## src/rtl/apb_pkg.sv

```systemverilog
// Shared types for the APB requester: FSM states and the buffered command.
// Command fields are sized for the widest address/data the requester carries.
package apb_pkg;

   localparam int APB_AW = 32;
   localparam int APB_DW = 32;

   typedef enum logic [1:0] {
      IDLE   = 2'd0,
      SETUP  = 2'd1,
      ACCESS = 2'd2
   } apb_state_t;

   typedef struct packed {
      logic              write;
      logic [APB_AW-1:0] addr;
      logic [APB_DW-1:0] wdata;
   } apb_cmd_t;

   localparam int CMD_W = $bits(apb_cmd_t);

   // Reads carry zero write data so PWDATA is 0 for them downstream
   function automatic apb_cmd_t apb_mk_cmd(
      input logic              w,
      input logic [APB_AW-1:0] a,
      input logic [APB_DW-1:0] d
   );
      apb_cmd_t c;
      c.write = w;
      c.addr  = a;
      c.wdata = w ? d : '0;
      return c;
   endfunction

endpackage

```

## src/rtl/apb_cmd_fifo.sv

```systemverilog
// Two-entry command FIFO; also exposes the entry that becomes head after a pop.
module apb_cmd_fifo #(
   parameter int W = 8
) (
   input  logic         clk,
   input  logic         rst,
   input  logic         i_push,
   input  logic [W-1:0] i_data,
   input  logic         i_pop,
   output logic         o_ready,
   output logic         o_empty,
   output logic         o_more,
   output logic [W-1:0] o_head,
   output logic [W-1:0] o_next
);

   logic [W-1:0] r_mem [2];
   logic [1:0]   r_count;
   logic         r_rd;
   logic         r_wr;
   logic         r_live;
   logic         w_push;
   logic         w_pop;

   assign o_ready = r_live && (r_count != 2'd2);
   assign o_empty = (r_count == 2'd0);
   assign w_push  = i_push && o_ready;
   assign w_pop   = i_pop && !o_empty;
   assign o_head  = r_mem[r_rd];

   // After a pop the head is the second entry, or the word arriving now
   assign o_next = (r_count == 2'd2) ? r_mem[~r_rd] : i_data;
   assign o_more = (r_count == 2'd2) || w_push;

   always_ff @(posedge clk or posedge rst) begin
      if (rst) begin
         r_count <= 2'd0;
         r_rd    <= 1'b0;
         r_wr    <= 1'b0;
         r_live  <= 1'b0;
      end else begin
         r_live <= 1'b1;
         if (w_push) r_wr <= ~r_wr;
         if (w_pop) r_rd <= ~r_rd;
         r_count <= r_count
                  + {1'b0, w_push}
                  - {1'b0, w_pop};
      end
   end

   always_ff @(posedge clk) begin
      if (w_push) r_mem[r_wr] <= i_data;
   end

endmodule

```

## src/rtl/apb_requester.sv

```systemverilog
// APB requester: runs buffered commands as SETUP/ACCESS transfers and
// aborts any transfer whose ACCESS phase outlasts TIMEOUT cycles.
module apb_requester
   import apb_pkg::*;
#(
   parameter int ADDR_W  = 32,
   parameter int DATA_W  = 32,
   parameter int TIMEOUT = 16
) (
   input  logic              PCLK,
   input  logic              PRESET,
   input  logic              cmd_valid,
   output logic              cmd_ready,
   input  logic              cmd_write,
   input  logic [ADDR_W-1:0] cmd_addr,
   input  logic [DATA_W-1:0] cmd_wdata,
   output logic              rsp_valid,
   output logic [DATA_W-1:0] rsp_rdata,
   output logic              rsp_err,
   output logic              PSEL,
   output logic              PENABLE,
   output logic              PWRITE,
   output logic [ADDR_W-1:0] PADDR,
   output logic [DATA_W-1:0] PWDATA,
   input  logic [DATA_W-1:0] PRDATA,
   input  logic              PREADY
);

   localparam logic [7:0] TMO_LAST = 8'(TIMEOUT - 1);

   apb_state_t        r_state;
   apb_state_t        w_state_nxt;
   logic [7:0]        r_cnt;
   logic              r_psel;
   logic              r_penable;
   logic              r_pwrite;
   logic [ADDR_W-1:0] r_paddr;
   logic [DATA_W-1:0] r_pwdata;
   logic              r_rsp_valid;
   logic              r_rsp_err;
   logic [DATA_W-1:0] r_rsp_rdata;

   apb_cmd_t          w_cmd_in;
   apb_cmd_t          w_head;
   apb_cmd_t          w_next;
   apb_cmd_t          w_sel;
   logic              w_empty;
   logic              w_more;
   logic              w_pop;
   logic              w_ok;
   logic              w_err;
   logic              w_load;
   logic              w_tmo;

   assign w_cmd_in = apb_mk_cmd(cmd_write,
                                APB_AW'(cmd_addr),
                                APB_DW'(cmd_wdata));

   apb_cmd_fifo #(
      .W (CMD_W)
   ) u_fifo (
      .clk     (PCLK),
      .rst     (PRESET),
      .i_push  (cmd_valid),
      .i_data  (w_cmd_in),
      .i_pop   (w_pop),
      .o_ready (cmd_ready),
      .o_empty (w_empty),
      .o_more  (w_more),
      .o_head  (w_head),
      .o_next  (w_next)
   );

   assign w_tmo = (r_cnt == TMO_LAST);

   always_comb begin
      w_state_nxt = r_state;
      w_pop       = 1'b0;
      w_ok        = 1'b0;
      w_err       = 1'b0;
      w_load      = 1'b0;
      w_sel       = w_head;
      unique case (r_state)
         IDLE: begin
            if (!w_empty) begin
               w_state_nxt = SETUP;
               w_load      = 1'b1;
            end
         end
         SETUP: begin
            w_state_nxt = ACCESS;
         end
         ACCESS: begin
            // PREADY wins over a timeout landing in the same cycle
            if (PREADY || w_tmo) begin
               w_pop = 1'b1;
               w_ok  = PREADY;
               w_err = !PREADY;
               if (w_more) begin
                  w_state_nxt = SETUP;
                  w_load      = 1'b1;
                  w_sel       = w_next;
               end else begin
                  w_state_nxt = IDLE;
               end
            end
         end
         default: begin
            w_state_nxt = IDLE;
         end
      endcase
   end

   always_ff @(posedge PCLK or posedge PRESET) begin
      if (PRESET) begin
         r_state     <= IDLE;
         r_cnt       <= 8'd0;
         r_psel      <= 1'b0;
         r_penable   <= 1'b0;
         r_pwrite    <= 1'b0;
         r_paddr     <= '0;
         r_pwdata    <= '0;
         r_rsp_valid <= 1'b0;
         r_rsp_err   <= 1'b0;
         r_rsp_rdata <= '0;
      end else begin
         r_state   <= w_state_nxt;
         r_psel    <= (w_state_nxt != IDLE);
         r_penable <= (w_state_nxt == ACCESS);
         if (w_load) begin
            r_pwrite <= w_sel.write;
            r_paddr  <= w_sel.addr[ADDR_W-1:0];
            r_pwdata <= w_sel.wdata[DATA_W-1:0];
         end else if (w_state_nxt == IDLE) begin
            r_pwrite <= 1'b0;
            r_paddr  <= '0;
            r_pwdata <= '0;
         end
         if (w_load) begin
            r_cnt <= 8'd0;
         end else if (r_state == ACCESS && !PREADY) begin
            r_cnt <= r_cnt + 8'd1;
         end
         r_rsp_valid <= w_ok || w_err;
         r_rsp_err   <= w_err;
         r_rsp_rdata <= (w_ok && !r_pwrite) ? PRDATA : '0;
      end
   end

   assign PSEL      = r_psel;
   assign PENABLE   = r_penable;
   assign PWRITE    = r_pwrite;
   assign PADDR     = r_paddr;
   assign PWDATA    = r_pwdata;
   assign rsp_valid = r_rsp_valid;
   assign rsp_err   = r_rsp_err;
   assign rsp_rdata = r_rsp_rdata;

endmodule

```

## config.mk

```make
export PLATFORM = sky130hd
export DESIGN_NAME = apb_requester
export DESIGN_NICKNAME = d
export VERILOG_FILES = /design/src/rtl/apb_pkg.sv /design/src/rtl/apb_cmd_fifo.sv /design/src/rtl/apb_requester.sv
export SDC_FILE = /design/constraint.sdc
export NUM_CORES = 1
export LEC_CHECK = 0
export BUFFER_PORTS_ARGS = -buffer_cell sky130_fd_sc_hd__buf_2
export CORE_ASPECT_RATIO = 0.5
export CORE_UTILIZATION = 35
export DETAILED_ROUTE_END_ITERATION = 8
export PLACE_DENSITY = 0.53
export SYNTH_ARGS = -nofsm -noshare
export SYNTH_HDL_FRONTEND = slang
export SYNTH_SLANG_ARGS = --single-unit
export TNS_END_PERCENT = 5
```

## constraint.sdc

```tcl
create_clock -name PCLK -period 8.1 [get_ports PCLK]
set_input_delay 0.405 -clock PCLK [delete_from_list [all_inputs] [get_ports PCLK]]
set_output_delay 0.405 -clock PCLK [all_outputs]
set_load 0.005 [all_outputs]
```

==> run summary, run 1 <==
The tool flagged a number of max-cap violations equal to 0. The final number of hold-violating endpoints was 0. The largest net degree at the start of global routing came out at 80. The floorplan step defined a die boundary enclosing 0.0313 mm². The number of nets in the synthesized netlist is 924. CTS built an H-tree with a depth of 1.

In this run, synthesis produced a sequential element count of 246. The number of setup buffers added after CTS is 0. The placeable core region is 0.0295 mm². The clock latency on the worst-skew pair came out at 520 ps. The area of the mapped netlist came out at 0.0107 mm². The number of filler cells placed in the layout came out at 2762. The initial core utilization is 36.2%.

The static leakage power came out at 5.82 nW. The switching share of power is 33.6%. In this run, the number of DRC markers left after iteration 0 of detailed routing was 372. Along the worst hold path, the cell count comes to 1.

The sequential power share came out at 40.2%. The worst-case setup slack after placement came out at 4800 ps. The worst setup path is launched from a flop. The portion of synthesized cell area occupied by the leading cell type came out at 36.5%. The floorplan has 44 rows. The worst register-to-register path has a depth of 5.

The clock tree from TritonCTS is yes. After synthesis, the cell types taking the most area are sky130_fd_sc_hd__edfxtp_1, sky130_fd_sc_hd__dfrtp_1, sky130_fd_sc_hd__mux2i_1, sky130_fd_sc_hd__a221o_1, sky130_fd_sc_hd__and2_1. In the routed design, unresolved DRC markers number 0. The instance count of the mapped netlist is 820.

STA puts the critical path data required time at 8510 ps. STA classifies the critical path endpoint as a flop. The height of the die came out at 126 µm. The count of nets after finishing is 1106. The maximum achievable frequency is 308 MHz.

The boundary pin count came out at 203. The final wirelength came out at 25800 µm. The first-pass GRT wire length is 40800 µm. The critical path arrival came out at 3650 ps. The die is 249 µm wide. For this run the aggregate overflow at the end of global routing stands at 0.

For the pin with the worst max-slew slack, the measured transition is 1040 ps. The internal power contribution is 0.00292 W. The number of max-slew violations in the final report came out at 0.

The part of the Yosys area used for sequential elements is 63.7%. In the global route stage, overall resource usage came out at 16.5%. The library cell used most frequently in the layout, excluding fill and tap cells, is sky130_fd_sc_hd__buf_2. The minimum period implied by the final worst setup slack is 3240 ps. The clock share of power came out at 26.7%. The biggest area contributor in the post-synthesis netlist is sky130_fd_sc_hd__edfxtp_1. Of the cells placed in the final design, the portion with a size suffix greater than 1 is 25.5%.

The sequential cells in the finished layout cover a total of 0.00681 mm². The setup check on the worst reg-to-reg path leaves a slack of 4860 ps. The final weighted congestion in routability-driven placement came out at 0.749. In this run the critical register-to-register path is launched from u_fifo.r_rd. After synthesis, the mean cell area works out to 13.0 µm².

The total CTS buffers is 24. The endpoint identified for the worst register-to-register timing path is PWDATA[4]. The count of input and output buffers came out at 202. The switching power came out at 0.00148 W. Dividing the final minimum period by the clock period gives 40.0%. The maximum clock insertion buffer count came out at 3. The power per standard cell area came out at 342 mW/mm². The first-pass iteration count of the detailed router is 5. The initial antenna violation count came out at 2. The async set-reset flop share out of synthesis came out at 47.2%. The library cells used most frequently in the layout, excluding fill and tap cells, are sky130_fd_sc_hd__buf_2, sky130_fd_sc_hd__mux2i_1, sky130_fd_sc_hd__edfxtp_1, sky130_fd_sc_hd__dfrtp_1. The worst setup path is of the flop to flop kind. The multi-input gate area in the final layout is 0.00362 mm². The placed wire-length estimate is 15300 µm. The worst hold path terminates at u_fifo.r_mem[1][37]. The layout overhead on the synthesized area is 20.3%. Synthesis instantiated 34 different standard cells from the library. The via count of the first global-routing pass was 7231. The flow ran to the end, and the final reports show no timing, DRC or antenna violations. The total power came out at 0.00439 W.

The cell sitting at the root of the clock tree is a sky130_fd_sc_hd__clkbuf_16. The most used flip-flop cell after synthesis is sky130_fd_sc_hd__edfxtp_1. The number of flops mapped to enable cells by yosys is 130. After clock tree synthesis, the clock-pin slew on the worst setup and hold paths is 70 ps. Setup repair after global routing left no endpoint under its margin.

The worst-case IR drop observed on VDD is 0.217 mV. The total number of yosys warnings came out at 0. After detailed routing, the number of vias per cell comes to 4.96. The portion of total power attributed to combinational logic came out at 33.2%. The worst-case headroom to the max-slew limit came out at 30.6%. The total via count in the routed design came out at 7007.

Setup total negative slack on the finished layout was measured at 0 ps. The biggest fanout along the worst timing path is 54. After detailed routing, the average wire length per cell comes to 18.2 µm. The final worst clock skew came out at 7.80 ps.

The launch point of the worst hold path is cmd_addr[5]. The path class of the tightest hold or removal check is input port to flop. The post-detailed-route count of antenna-violating nets is 0. For this design, the sink count on the clock tree is 246.

Setup violations remaining at the end of the flow were counted as 0. Setup slack on the critical path of the routed design comes to 4860 ps.
## worst max-delay path, cell delays in order (launching register included)
cell	delay [ps]
sky130_fd_sc_hd__dfrtp_4	790
sky130_fd_sc_hd__buf_4	730
sky130_fd_sc_hd__buf_4	830
sky130_fd_sc_hd__mux2i_1	270
sky130_fd_sc_hd__o21ai_0	100
sky130_fd_sc_hd__a221o_1	370
## cell families (layout without fill, tap and decap cells)
kind of cell / Yosys count / in the layout / share of synthesized area [%]
DFF: 246 / 246 / 63.7
buffers and inverters: 62 / 262 / 2.90
and+or+nand+nor: 232 / 232 / 10.3
AOI/OAI and AO/OA: 134 / 134 / 9.55
adders and majority gates: 3 / 3 / 0.351
muxes: 131 / 131 / 12.3
other: 1 / 3 / 0.0351
xor gates and xnor gates: 11 / 11 / 0.901
## per-layer routing
metal	wire length (µm)	global-route usage, %	part of all wire [%]
met1	11500	21.4	45
met2	13000	28.9	50
met3	900	3.14	3.5
met4	366	3.38	1.4
met5	0	0	0
## how the worst max path moves through the flow
stage / startpoint / endpoint / slack, ps / depth (start not counted)
floorplan: u_fifo.r_count[1] / u_fifo.r_mem[0][0] / 2560 / 2
global placement: u_fifo.r_rd / PWDATA[4] / 4850 / 5
detailed placement: u_fifo.r_rd / PWDATA[4] / 4800 / 5
CTS: u_fifo.r_rd / PWDATA[4] / 4800 / 5
global route: u_fifo.r_rd / PWDATA[4] / 4630 / 5
finish: u_fifo.r_rd / PWDATA[4] / 4860 / 5
## layout make-up
| cell class | count | share of cell area (%) |
|---|---|---|
| clock buffers | 36 | 5.50 |
| inverters | 4 | 0.136 |
| clock inverters | 8 | 0.875 |
| well taps | 391 | 3.80 |
| diodes | 2 | 0.0389 |
| multi-input cells | 512 | 28.1 |
| flip-flops and latches | 246 | 52.9 |
| repair buffers | 214 | 8.58 |
## registers in the layout, summed over array words and instances (netlist names)
name	flops
rsp_rdata	32
PSEL	1
r_cnt	8
rsp_err	1
u_fifo.r_live	1
u_fifo.r_mem	130
PADDR	32
rsp_valid	1
PWRITE	1
PWDATA	32
r_state	2
u_fifo.r_count	2
u_fifo.r_wr	1
u_fifo.r_rd	1
PENABLE	1
## timing repair
item | 4_1_cts | 5_1_grt
hold buffers | 1 | 0
gates resized for setup | 0 | 0
endpoints found under the hold margin | 35 | 0
## power groups by stage
stage,clock (W),combinational (W),sequential [W]
after floorplan,0,0.00107,0.00174
after global placement,0,0.00145,0.00178
after detailed placement,0,0.00150,0.00179
after CTS,0.00121,0.00149,0.00177
after global routing,0.00126,0.00162,0.00180
final,0.00117,0.00146,0.00176
## metrics by stage
step           util [%]  area, µm²  cells  hold WS [ps]
2_1_floorplan         -      10700    820           456
3_3_place_gp       40.8      12000   1366           440
3_5_place_dp       40.8      12000   1366           453
4_1_cts            43.6      12900   1411          50.4
5_1_grt            43.6      12900   1413          54.0
6_report           43.6      12900   1413          81.4
## cells in the mapped netlist (8+ instances only)
cell,n
sky130_fd_sc_hd__nand2_1,68
sky130_fd_sc_hd__o21ai_0,65
sky130_fd_sc_hd__nor3_1,11
sky130_fd_sc_hd__clkbuf_1,25
sky130_fd_sc_hd__edfxtp_1,130
sky130_fd_sc_hd__buf_2,20
sky130_fd_sc_hd__a221o_1,65
sky130_fd_sc_hd__dfrtp_1,116
sky130_fd_sc_hd__xor2_1,8
sky130_fd_sc_hd__mux2i_1,131
sky130_fd_sc_hd__and2_1,67
sky130_fd_sc_hd__nor2_1,68
(Power assumes the default switching activity.)
==> run 2: changes to the inputs <==
--- a/config.mk
+++ b/config.mk
@@ -5,11 +5,12 @@
 export SDC_FILE = /design/constraint.sdc
 export NUM_CORES = 1
 export LEC_CHECK = 0
+export ABC_AREA = 1
 export BUFFER_PORTS_ARGS = -buffer_cell sky130_fd_sc_hd__buf_2
 export CORE_ASPECT_RATIO = 0.5
 export CORE_UTILIZATION = 35
 export DETAILED_ROUTE_END_ITERATION = 8
-export PLACE_DENSITY = 0.53
+export PLACE_DENSITY = 0.52
 export SYNTH_ARGS = -nofsm -noshare
 export SYNTH_HDL_FRONTEND = slang
 export SYNTH_SLANG_ARGS = --single-unit
==> constraint.sdc (replaced) <==
create_clock -name PCLK -period 3.35 [get_ports PCLK]
set_input_delay 0.1675 -clock PCLK [delete_from_list [all_inputs] [get_ports PCLK]]
set_output_delay 0.1675 -clock PCLK [all_outputs]
set_load 0.005 [all_outputs]
==> run summary, run 2 <==
The run finished with clean final reports. The starting DRC count in detailed routing is 599. The min-delay analysis places its worst path in the category input port to flop. The clock latency on the worst-skew pair is 540 ps.

The summed negative setup slack over all endpoints is 0 ps. The category of the worst setup path capture point is a flop. The launch point of the worst hold path is cmd_wdata[5]. In the post-synthesis netlist, the biggest area contributors are sky130_fd_sc_hd__edfxtp_1, sky130_fd_sc_hd__dfrtp_1, sky130_fd_sc_hd__nand2_1, sky130_fd_sc_hd__mux2i_1, sky130_fd_sc_hd__nand3_1. The register clock-pin slew on the reported worst setup and hold paths is 60 ps. The deepest level of the CTS H-tree is 1. Across the VDD grid, the largest voltage drop is 0.582 mV.

The worst register-to-register path begins at r_cnt[1]. The critical path arrival is 2830 ps. The width of the die is 258 µm. Across all layers, the routed design uses 9451 vias. The layout overhead on the synthesized area came out at 27.8%. The length in cells of the worst reg-to-reg path is 7.

The filler cells instantiated in the layout total 3068. Counting along the longest clock path gives a buffer depth of 3. The initial core utilization came out at 35.9%.

After detailed routing, the number of remaining DRC violations is 0. The final number of hold-violating endpoints came out at 0. Of the cells placed in the final design, the portion with a size suffix greater than 1 is 18.3%. The most common cell after layout, fill and taps aside is sky130_fd_sc_hd__nand2_1.

In this run the vertical extent of the chip is 130 µm. After synthesis the cells add up to 0.0115 mm². Synthesis produced a netlist whose cell count is 1225. Setup slack on the worst reg-to-reg path comes out at 930 ps.

The boundary pin count came out at 203. The number of gates resized after CTS came out at 0. The tree is rooted in a sky130_fd_sc_hd__clkbuf_16.

The total clock sinks is 246. The flop and latch count out of synthesis came out at 246. Counting every net in the synthesized netlist gives 1329. The mean post-synth cell area came out at 9.37 µm².

The final setup violation count came out at 0. By count the netlist is led by sky130_fd_sc_hd__nand2_1, sky130_fd_sc_hd__edfxtp_1, sky130_fd_sc_hd__dfrtp_1. The number of violations of the max-capacitance limit is 0.

The biggest fanout along the worst timing path came out at 51. The first-pass GRT wire length came out at 51000 µm. Setup repair after global routing left no endpoint under its margin. The largest net degree at the start of global routing is 131. u_fifo.r_mem holds more flip-flops than any other register.

The register with the most flip-flops in the layout has 130 of them. The placed wire-length estimate came out at 18200 µm. The first-pass iteration count of the detailed router is 5.

The number of max-slew violations in the final report came out at 0. The share of the Yosys chip area taken by registers is 59.3%. The routed length per instance is 16.9 µm. The floorplan step defined a core boundary enclosing 0.0319 mm².

The all-layer global routing usage came out at 19.3%. Across the routed clock network, the largest skew measured is 20.4 ps. In the post-synthesis netlist, the cell with the most instances is sky130_fd_sc_hd__nand2_1. The most used flip-flop cell after synthesis is sky130_fd_sc_hd__edfxtp_1. For the worst setup path, the data required time is 3750 ps. Clock tree synthesis inserted a total of 25 buffers. The number of flops mapped to enable cells by yosys came out at 130. The top cell types in the final layout, fill and taps aside, are sky130_fd_sc_hd__nand2_1, sky130_fd_sc_hd__buf_2, sky130_fd_sc_hd__edfxtp_1, sky130_fd_sc_hd__dfrtp_1, sky130_fd_sc_hd__nand3_1. The portion of synthesized cell area occupied by the leading cell type came out at 34.0%. The floorplan has 46 rows.

The congestion estimate from routability-driven global placement came to 0.771. Of all cell types, the one taking the most synthesized area is sky130_fd_sc_hd__edfxtp_1. The number of different library cells used by synthesis comes to 30. The share of the clock period used by the worst path came out at 72.3%. The total number of yosys warnings came out at 0. The maximum achievable frequency is 413 MHz. The overall overflow remaining after global route is 0. The path with the worst hold slack has its endpoint at u_fifo.r_mem[0][5]. The worst setup path is launched from a flop. The analysis attributes to cell leakage a power of 7.12 nW. The flip-flop and latch area came out at 0.00681 mm².

The worst-case headroom to the max-slew limit came out at 35.0%. The die area came out at 0.0336 mm². Using the TritonRoute via totals, the vias-per-cell ratio works out to 4.89. The final hold slack came out at 26.3 ps. The multi-input combinational cells in the finished layout cover a total of 0.00399 mm². The routed design has 32600 µm of wire. The power per standard cell area came out at 790 mW/mm². Counting I/O delays and the setup requirement, the final critical path takes 2420 ps. The post-detailed-route count of antenna-violating nets is 0.

At the pin with the least slew margin, the transition time is 975 ps. The async set-reset flop share out of synthesis came out at 47.2%. At the end of the flow, the number of nets in the layout was 1586. The endpoint of the most critical register-to-register path is PWDATA[13].

The total inserted antenna cells came out at 0. The critical path in this run is classified as flop to flop. The initial antenna violation count was 0. The via count of the first global-routing pass is 9615.

The count of input and output buffers is 202. In the post-route analysis, the smallest setup slack over all paths is 927 ps. TritonCTS built the clock tree. The worst-case setup slack after placement came out at 950 ps. The worst hold path passes through 3 cells.
## run 2: cell count changes after synthesis, moves of 5 or more
cell	change
sky130_fd_sc_hd__nand2_1	+365
sky130_fd_sc_hd__nand3_1	+96
sky130_fd_sc_hd__inv_1	+78
sky130_fd_sc_hd__and2_1	-67
sky130_fd_sc_hd__mux2i_1	-66
sky130_fd_sc_hd__a221o_1	-65
sky130_fd_sc_hd__nand4_1	+64
sky130_fd_sc_hd__buf_2	+28
sky130_fd_sc_hd__nor2_1	-16
sky130_fd_sc_hd__nor3_1	-7
sky130_fd_sc_hd__o21ai_1	+5
## run 2: area by class of cell
cell class	count	share of cell area, %
multi-input combinational	810	27.2
inverter	84	2.18
clock inverter	12	0.896
tap	432	3.69
timing repair buffer	315	14.7
sequential	246	46.4
clock buffer	33	4.90
## run 2: where the power goes
part	internal, W	switching (W)
clock	0.00173	0.00119
sequential	0.00387	0.000328
combinational	0.00149	0.00296
total	0.00710	0.00448
## run 2: how the worst max path moves through the flow
stage	slack, ps	end	start	cells after the start
2_1_floorplan	-930	u_fifo.r_mem[0][0]	u_fifo.r_count[1]	7
3_5_place_dp	950	PWDATA[16]	r_cnt[1]	7
6_report	930	PWDATA[13]	r_cnt[1]	7
3_3_place_gp	1000	rsp_rdata[20]	r_state[0]	7
5_1_grt	670	PWDATA[22]	r_cnt[1]	7
4_1_cts	930	PWDATA[16]	r_cnt[1]	7
## run 2: cells by family (layout without fill, tap and decap cells)
logic type,count (synthesis),in the layout,synth area share (%)
AO/OA/AOI/OAI,74,74,3.45
XOR/XNOR,7,7,0.534
AND/OR/NAND/NOR,660,660,24.4
multiplexers,65,65,5.67
adder cells (fa/ha/maj),3,3,0.327
other,1,1,0.0327
buffers and inverters,169,444,6.24
flip-flops,246,246,59.3
## run 2: routing by layer
metal / track usage, % / vias to the layer above / routed length [µm] / share of wire [%]
li1: - / 4581 / - / -
met1: 24.2 / 4593 / 14300 / 44
met2: 35.2 / 230 / 16300 / 50
met3: 2.78 / 47 / 1480 / 4.5
met4: 4.70 / 0 / 553 / 1.7
met5: 0 / - / 0 / 0
## run 2: per-stage QoR
step	utilization (%)	std cells	cell area [µm²]	total power [W]
floorplan	-	1225	11500	0.00715
global placement	40.2	1791	12900	0.00859
detailed placement	40.2	1791	12900	0.00867
CTS	45.9	1932	14700	0.0117
global route	45.9	1932	14700	0.0124
finish	45.9	1932	14700	0.0116
## run 2: what timing repair did
action | in CTS | in global routing
hold buffers | 96 | 0
setup buffers | 0 | 0
endpoints found under the hold margin | 236 | 0
## run 2: worst max-delay path: stages, from the launching register on
cell	delay [ps]
sky130_fd_sc_hd__dfrtp_1	370
sky130_fd_sc_hd__ha_1	180
sky130_fd_sc_hd__nand3_2	150
sky130_fd_sc_hd__o21bai_4	480
sky130_fd_sc_hd__buf_4	660
sky130_fd_sc_hd__nand4_1	160
sky130_fd_sc_hd__nand3_1	130
sky130_fd_sc_hd__nand2_1	80
==> run 3: changes to the inputs <==
==> constraint.sdc (replaced) <==
create_clock -name PCLK -period 2.35 [get_ports PCLK]
set_input_delay 0.1175 -clock PCLK [delete_from_list [all_inputs] [get_ports PCLK]]
set_output_delay 0.1175 -clock PCLK [all_outputs]
set_load 0.005 [all_outputs]
==> run summary, run 3 (synthesis gave the netlist of run 2 again) <==
The run finished with clean final reports. The boundary pin count came out at 203. The library cells used most frequently in the layout, excluding fill and tap cells, are sky130_fd_sc_hd__nand2_1, sky130_fd_sc_hd__buf_2, sky130_fd_sc_hd__edfxtp_1, sky130_fd_sc_hd__dfrtp_1. The overall overflow remaining after global route came out at 0. The cell row count is 46.

The static leakage power is 7.19 nW. STA classifies the critical path endpoint as a flop. The maximum clock insertion buffer count is 3.

The count of input and output buffers is 202. The share of cells above drive strength 1 came out at 19.1%. The final setup violation count is 0. The final hold slack came out at 103 ps.

The first-pass iteration count of the detailed router is 5. The worst register-to-register path begins at r_cnt[1]. For this design, the slowest cell found on the critical path is sky130_fd_sc_hd__dfrtp_1.

The post-detailed-route count of antenna-violating nets came out at 0. Setup repair after global routing left no endpoint under its margin. The critical path is of the flop to flop type. Once the floorplan was initialized, standard cells occupied 35.9% of the core. The clock root buffer master is sky130_fd_sc_hd__clkbuf_16. The total power is 0.0166 W. The stage delay of the slowest cell on the critical path came out at 380 ps. The critical path launch point type is a flop.

The deepest level of the CTS H-tree is 1. Summed over all nets, the half-perimeter wirelength after detailed placement is 19900 µm. The clock latency on the worst-skew pair came out at 540 ps.

The number of violations of the max-capacitance limit is 0. The placeable core region came out at 0.0319 mm². The tree built by TritonCTS fans out to 246 sinks. The initial antenna violation count came to 0. The number of max-slew violations in the final report was 0. The routed design could run at a clock period as short as 1930 ps.

The register clock-pin slew on the reported worst setup and hold paths is 60 ps. The number of non-filler instances in the completed layout is 1952. The slack of the worst reg-to-reg path came out at 420 ps.

The placed instance count came out at 1807. The final worst clock skew is 24.0 ps. The transition at the pin with the smallest max-transition slack came out at 735 ps. The total CTS buffers is 25. The register with the most flip-flops in the layout has 130 of them. In this run, the number of DRC markers left after iteration 0 of detailed routing was 622. The worst vdd rail ir drop came out at 0.817 mV. The number of setup buffers added after CTS is 0.

The all-layer global routing usage is 19.9%. The final number of hold-violating endpoints came out at 0. The most common cell after layout, fill and taps aside is sky130_fd_sc_hd__nand2_1.

From bottom edge to top edge, the die measures 130 µm. At the worst endpoint, the required time is 2770 ps. The detailed router placed 9689 vias in this run. The routed length per instance came out at 17.2 µm. The width of the die came out at 258 µm. The number of filler cells placed in the layout is 3042. The layout overhead on the synthesized area is 29.0%.

The share of the clock period used by the worst path is 82.0%. The final core utilization came out at 46.3%. The count of nets after finishing came out at 1605. The summed negative setup slack over all endpoints is 0 ps. After detailed routing, the number of remaining DRC violations is 0. In this run the tightest slew margin relative to its limit is 51.0%. The final wirelength came out at 33600 µm.

For this design the ratio of total power to cell area is 1120 mW/mm². Tracing the worst setup path back leads to its startpoint at r_cnt[1]. TritonCTS built the clock tree. Ranked by flip-flop count, first place goes to u_fifo.r_mem. The via count of the first global-routing pass was 9777.

The signal on the critical path passes through ha_1, nand3_2, o21bai_4, buf_4, buf_4, nand4_1, nand2_1, nand2_1. The die area came out at 0.0336 mm². The biggest fanout along the worst timing path came out at 25. The critical path arrival came out at 2350 ps. The final weighted congestion in routability-driven placement came out at 0.730.

The first-pass GRT wire length is 52500 µm. The total inserted antenna cells came out at 0. The path class of the tightest hold or removal check is input port to async pin. The largest net degree at the start of global routing came out at 69.

The average vias per placed instance is 4.96. The maximum achievable frequency is 519 MHz.
[run 3: changes by cell type in the layout (fill, tap and decap cells not counted), moves of 2 or more]
| cell | previous run | this run |
|---|---|---|
| sky130_fd_sc_hd__buf_4 | 13 | 25 |
| sky130_fd_sc_hd__clkbuf_1 | 4 | 9 |
| sky130_fd_sc_hd__buf_12 | 4 | 8 |
| sky130_fd_sc_hd__dlygate4sd3_1 | 96 | 99 |
| sky130_fd_sc_hd__bufinv_16 | 3 | 1 |
| sky130_fd_sc_hd__clkbuf_16 | 27 | 25 |
| sky130_fd_sc_hd__clkinv_2 | 6 | 4 |
[run 3: area by class of cell]
type                            instances  area, µm²  share of cell area [%]
Sequential cell                       246       6810                    46.0
Multi-Input combinational cell        810       4010                    27.1
Timing Repair Buffer                  334       2350                    15.9
Clock buffer                           37        701                    4.73
Tap cell                              432        541                    3.65
Inverter                               84        319                    2.16
Clock inverter                          9       75.1                   0.507
[run 3: what timing repair did]
action	in CTS	in global routing
hold buffers	99	0
gates resized for setup	0	0
endpoints found under the hold margin	308	0
[run 3: power by group]
| part | internal, W | leakage (nW) | switching (W) |
|---|---|---|---|
| sequential | 0.00552 | 2.72 | 0.000557 |
| combinational | 0.00231 | 4.09 | 0.00430 |
| clock | 0.00218 | 0.382 | 0.00171 |
| total | 0.0100 | 7.19 | 0.00656 |
[run 3: per-stage QoR]
| stage | worst slack (ps) | area, µm² |
|---|---|---|
| 2_1_floorplan | 6.96 | 11500 |
| 6_report | 424 | 14800 |
| 3_5_place_dp | 434 | 13000 |
| 3_3_place_gp | 501 | 13000 |
| 5_1_grt | 288 | 14800 |
| 4_1_cts | 438 | 14800 |
[run 3: layer usage]
metal	track usage, %	vias to the layer above	wire length (µm)	share of wire, %
met4	4.49	0	522	1.6
li1	-	4628	-	-
met5	0	-	0	0
met2	34.8	203	16500	49
met1	26.3	4819	15300	46
met3	2.82	39	1230	3.7
[run 3: worst paths after layout]
kind | to | cells past startpoint
hold / removal | r_state[0] | 3
setup reg to reg | PADDR[18] | 8
min in group PCLK | u_fifo.r_mem[0][64] | 1
max in group asynchronous | u_fifo.r_rd | 4
hold reg to reg | PADDR[5] | 2
setup / recovery | PADDR[18] | 8
[run 3: worst max-delay path, delay by kind of cell, from the launching register on]
| family | cells | cell delay, ps |
|---|---|---|
| compound gates | 1 | 190 |
| fa+ha+maj | 1 | 200 |
| buf+inv | 2 | 590 |
| flops | 1 | 380 |
| simple gates | 4 | 460 |
